==> src/rtl/row_vector_feeder.sv <==
// Streams matrix-row and vector chunks from two synchronous RAMs to the
// row-by-vector dot-product unit, tagging each chunk with its row and last-chunk flag.
module row_vector_feeder #(
   parameter int LANES  = 3,
   parameter int ADDR_W = 10,
   parameter int CNT_W  = 8
) (
   input  logic                  clk,
   input  logic                  reset,
   input  logic                  start,
   input  logic [CNT_W-1:0]      number_of_rows,
   input  logic [CNT_W-1:0]      number_of_multiples,
   input  logic                  hold,
   output logic [ADDR_W-1:0]     mat_addr,
   output logic [ADDR_W-1:0]     vec_addr,
   output logic                  mem_en,
   input  logic [32*LANES-1:0]   mat_data,
   input  logic [32*LANES-1:0]   vec_data,
   output logic [32*LANES-1:0]   a,
   output logic [32*LANES-1:0]   p,
   output logic                  start_row_by_vector,
   output logic                  last_chunk,
   output logic [CNT_W-1:0]      row_index,
   output logic                  busy,
   output logic                  done
);

   typedef enum logic [1:0] {
      S_IDLE   = 2'd0,
      S_FETCH  = 2'd1,
      S_DRAIN  = 2'd2,
      S_FINISH = 2'd3
   } state_t;

   state_t              state_q, state_d;
   logic [CNT_W-1:0]    rows_q, rows_d;
   logic [CNT_W-1:0]    mults_q, mults_d;
   logic [CNT_W-1:0]    row_q, row_d;
   logic [CNT_W-1:0]    k_q, k_d;
   logic [ADDR_W-1:0]   lin_q, lin_d;
   logic                valid_q, valid_d;
   logic [CNT_W-1:0]    row_tag_q, row_tag_d;
   logic                last_tag_q, last_tag_d;

   logic                fetch;
   logic                last_k;
   logic                last_row;

   assign last_k   = (k_q == mults_q - CNT_W'(1));
   assign last_row = (row_q == rows_q - CNT_W'(1));

   always_comb begin
      state_d    = state_q;
      rows_d     = rows_q;
      mults_d    = mults_q;
      row_d      = row_q;
      k_d        = k_q;
      lin_d      = lin_q;
      valid_d    = valid_q;
      row_tag_d  = row_tag_q;
      last_tag_d = last_tag_q;
      fetch      = 1'b0;
      mem_en     = 1'b0;
      busy       = 1'b0;
      done       = 1'b0;

      case (state_q)
         S_IDLE: begin
            if (start) begin
               if ((number_of_rows != '0) && (number_of_multiples != '0)) begin
                  rows_d  = number_of_rows;
                  mults_d = number_of_multiples;
                  row_d   = '0;
                  k_d     = '0;
                  lin_d   = '0;
                  state_d = S_FETCH;
               end else begin
                  // Empty pass: the drain stage is already empty, so this only
                  // aligns the done pulse to two cycles after start.
                  state_d = S_DRAIN;
               end
            end
         end
         S_FETCH: begin
            busy   = 1'b1;
            mem_en = ~hold;
            if (!hold) begin
               fetch = 1'b1;
               lin_d = lin_q + ADDR_W'(1);
               if (last_k) begin
                  k_d   = '0;
                  row_d = row_q + CNT_W'(1);
               end else begin
                  k_d = k_q + CNT_W'(1);
               end
               if (last_k && last_row) begin
                  row_d   = '0;
                  k_d     = '0;
                  lin_d   = '0;
                  state_d = S_DRAIN;
               end
            end
         end
         S_DRAIN: begin
            busy = 1'b1;
            // Leave once the final chunk is being handed downstream this cycle.
            if (!valid_q || !hold) begin
               state_d = S_FINISH;
            end
         end
         S_FINISH: begin
            done    = 1'b1;
            state_d = S_IDLE;
         end
         default: begin
            state_d = S_IDLE;
         end
      endcase

      // Valid/tag stage mirrors the one-cycle RAM latency and freezes with it.
      if (!hold) begin
         valid_d = fetch;
         if (fetch) begin
            row_tag_d  = row_q;
            last_tag_d = last_k;
         end
      end
   end

   always_ff @(posedge clk) begin
      if (reset) begin
         state_q    <= S_IDLE;
         rows_q     <= '0;
         mults_q    <= '0;
         row_q      <= '0;
         k_q        <= '0;
         lin_q      <= '0;
         valid_q    <= 1'b0;
         row_tag_q  <= '0;
         last_tag_q <= 1'b0;
      end else begin
         state_q    <= state_d;
         rows_q     <= rows_d;
         mults_q    <= mults_d;
         row_q      <= row_d;
         k_q        <= k_d;
         lin_q      <= lin_d;
         valid_q    <= valid_d;
         row_tag_q  <= row_tag_d;
         last_tag_q <= last_tag_d;
      end
   end

   assign mat_addr            = lin_q;
   assign vec_addr            = ADDR_W'(k_q);
   assign a                   = mat_data;
   assign p                   = vec_data;
   assign start_row_by_vector = valid_q & ~hold;
   assign last_chunk          = valid_q & ~hold & last_tag_q;
   assign row_index           = row_tag_q;

endmodule
==> config.mk <==
export PLATFORM = sky130hd
export DESIGN_NAME = row_vector_feeder
export DESIGN_NICKNAME = d
export VERILOG_FILES = /design/src/rtl/row_vector_feeder.sv
export SDC_FILE = /design/constraint.sdc
export NUM_CORES = 1
export LEC_CHECK = 0
export CAP_MARGIN = 0
export CORE_AREA = 2 2 171 173
export CTS_CLUSTER_SIZE = 30
export DETAILED_ROUTE_END_ITERATION = 6
export DIE_AREA = 0 0 173 175
export PLACE_DENSITY = 0.5
export SYNTH_ARGS = -nofsm -noshare
export SYNTH_HDL_FRONTEND = slang
export SYNTH_SLANG_ARGS = --single-unit
==> constraint.sdc <==
create_clock -name clk -period 3.7 [get_ports clk]
set_clock_uncertainty 0.1 [all_clocks]
set_input_delay 0.555 -clock clk [delete_from_list [all_inputs] [get_ports clk]]
set_output_delay 0.555 -clock clk [all_outputs]
set_load 0.005 [all_outputs]
==> reports/metrics.csv <==
stage,metric,value,unit
status,outcome,"finished, final reports clean",
floorplan,core,0.02839,sq mm
timing,tightest_slew,0.5784,ns
yosys,avgSynthCellArea,8.002,sq um
min_path,hold_start,row_index[6],
critical_path,crit_required,3.84,ns
placement,gp_congestion,0.7455,
yosys,synth_cells,549,
min_path,worstHoldEndpoint,row_index[6],
drt,first_pass_iters,4,
finish,nets,627,
drt,viasPerCell,3.693,
global_route,grt_util_all_layers,7.948,%
critical_path,r2r_start,mults_q[0],
clocking,clk_path_buf_depth,2,
placement,placed_cells,783,
power,p_seq_share,35.1,%
clocking,ctsHoldBuffers,0,
drt,post-route-drc-count,0,
critical_path,cp.arrival,3.17,ns
clocking,cts_setup_buffers,0,
clocking,cts_made_buffers,5,
placement,preCtsSetupSlack,0.6900,ns
power,vdd_drop_max,156.0,uV
power,p_per_area,495.7,mW/mm^2
yosys,netlist_area,0.004393,sq mm
finish,instances_no_fill,791,
yosys,yosysUniqueCellTypes,52,
timing,finalHoldViolCount,0,
timing,setup_slack,0.6706,ns
critical_path,worstRegToRegCells,10,
floorplan,rows,62,
critical_path,worst-setup-path-type,flop to flop,
finish,layout-drive-gt1-share,5.897,%
yosys,synth-edff-count,0,
critical_path,endpoint_kind,flop,
placement,dp_hpwl,9.844,mm
timing,whs,0.3573,ns
yosys,yosysSeqAreaShare,24.61,%
power,combPwrFrac,39.2,%
critical_path,worst_setup_path_start_kind,flop,
power,total_power,0.002023,W
drt,wire_per_inst,15.74,um
finish,mostFrequentLayoutCell,dfxtp_1,
yosys,yosys_most_used_dff,dfxtp_1,
clocking,cts_root_buf,clkbuf_16,
yosys,synth_top_area_share,33.15,%
timing,setup_tns,0,ns
floorplan,die_w,173,um
drt,drtIter0Drc,143,
drt,vias,2921,
drt,wl,12.45,mm
placement,io_buffers,50,
finish,diodes,0,
min_path,hp-class,flop to flop,
clocking,clk-insertion-delay-late,0.31,ns
timing,min_period,3.029,ns
power,leakage,1.425,nW
critical_path,worstSetupStartpoint,mults_q[0],
timing,fin_crit_sh,81.88,%
floorplan,num_io_pins,437,
timing,slew_viol_final,0,
drt,postRouteAntennaNets,0,
clocking,clk_pin_slew,0.08,ns
timing,rsz0062_at_grt,no,
floorplan,die-area,0.03028,sq mm
finish,syn2layout_area_growth,-7.121,%
yosys,ys_warn_count,0,
critical_path,r2r_slack,0.67,ns
global_route,grt_pass1_wl,18.20,mm
yosys,async_flop_share,0,%
critical_path,cp_max_fo,18,
global_route,first_global_vias,2822,
clocking,h-tree-depth,2,
power,intPower,0.001218,W
job,maxCapViolations,0,
global_route,grt_max_degree,27,
critical_path,r2r-end,row_q[0],
critical_path,path_delay_family,compound AO/OA/AOI/OAI gates,
finish,final_cell_mix,"dfxtp_1 (54), clkdlybuf4s50_1 (50), nand2_1 (39), nor2_1 (38), a21oi_1 (22)",
power,clock_power_share,25.8,%
critical_path,crit_buf_inv,2,
critical_path,critPathMaxStageDelay,0.52,ns
global_route,grt-ovfl-total,0,
floorplan,initial_core_util,15.47,%
min_path,min_path_cells,2,
global_route,antenna_found_initial,0,
power,switching_share,39.76,%
yosys,ys_top_cells_by_area,"buf_4 (33%), dfxtp_1 (25%), mux2i_1 (3.9%)",
timing,fmax,330.1,MHz
timing,finalSetupViolations,0,
yosys,synth_top_cell_by_area,buf_4,
critical_path,worst_path_max_delay_cell,a211oi_1,
power,p_switching,0.0008042,W
yosys,ys_ff_latch,54,
clocking,ctsResizeCount,0,
timing,slew-limit-headroom,61.21,%
finish,fillers,3280,
floorplan,die_h,175,um
clocking,cts_tree,built,
critical_path,crit_chain,inv_1 > ha_1 > or4_1 > mux2i_1 > o21ai_0 > a211oi_1 > a21oi_1 > buf_4 > or4_1 > a21oi_1,
clocking,cts_sinks,54,
## area by class of cell
class                      instances  area (sq um)  share of cell area [%]
tap                              384         480.5                   11.78
clock buffer                       5         125.1                   3.067
inverter                          15         56.30                   1.380
multi-input combinational        271          1743                   42.72
timing repair buffer              59         568.0                   13.92
clock inverter                     3         26.28                  0.6440
sequential                        54          1081                   26.50
## through the flow
step                      utilization, %  instance area (sq um)
final                              14.37                   4080
after global routing               14.37                   4080
after CTS                          14.37                   4080
after detailed placement           13.84                   3929
after global placement             13.84                   3929
after floorplan                        -                   4397
## logic make-up (layout without fill, tap and decap cells)
kind of cell	Yosys count	after routing	synth area share, %
AOI/OAI and AO/OA	65	65	10.42
adders and majority gates	9	9	2.563
xor gates and xnor gates	28	28	5.583
DFF	54	54	24.61
and+or+nand+nor	150	150	17.06
other	1	2	0.08536
buffers and inverters	225	82	35.80
muxes	17	17	3.873
## sequential cells by signal, summed over array words and instances, names as in the netlist
name        flops
last_tag_q      1
valid_q         1
mat_addr       10
state_q         2
row_index       8
k_q             8
rows_q          8
row_q           8
mults_q         8
## worst max path at each step
stage                  endpoint  cells after the start  slack [ns]
global route        mat_addr[5]                     11        0.41
detailed placement     row_q[6]                     10        0.69
floorplan           mat_addr[2]                     10        0.95
finish                 row_q[0]                     10        0.67
CTS                    row_q[0]                     10        0.66
global placement       row_q[0]                     10        0.69
## cell usage after synthesis, types with 5 or more instances
cell and instances:
a21oi_1 22, xnor2_1 13, o21ai_0 11, buf_4 194, xor2_1 15, nor3_1 11
nand2_1 39, mux2i_1 17, nor3b_1 5, dfxtp_1 54, and3_1 9, ha_1 9
nand4_1 8, nor2b_1 5, nor2_1 38, nand3_1 10, nor4_1 7, inv_1 13
clkbuf_1 15
## power groups by stage
stage | combinational [W] | clock, W | sequential, W
final | 0.000792 | 0.000521 | 0.000709
after global placement | 0.000807 | 0 | 0.000725
after CTS | 0.000807 | 0.000542 | 0.000712
after detailed placement | 0.000805 | 0 | 0.000725
after floorplan | 0.000724 | 0 | 0.000697
after global routing | 0.000891 | 0.000560 | 0.000724
## worst register-to-register path, cell delays in order, from the launching register on
cell and delay, ns:
dfxtp_1 0.45, inv_1 0.07, ha_1 0.25, or4_1 0.41, mux2i_1 0.13, o21ai_0 0.10
a211oi_1 0.52, a21oi_1 0.14, buf_4 0.22, or4_1 0.41, a21oi_1 0.14
## routing by layer
metal / vias up / track usage, % / part of all wire, %
li1: 1364 / - / -
met1: 1314 / 7.617 / 35
met2: 165 / 13.42 / 47
met3: 78 / 4.656 / 13
met4: 0 / 4.343 / 4.9
met5: - / 0 / 0
(Power assumes the default switching activity.)
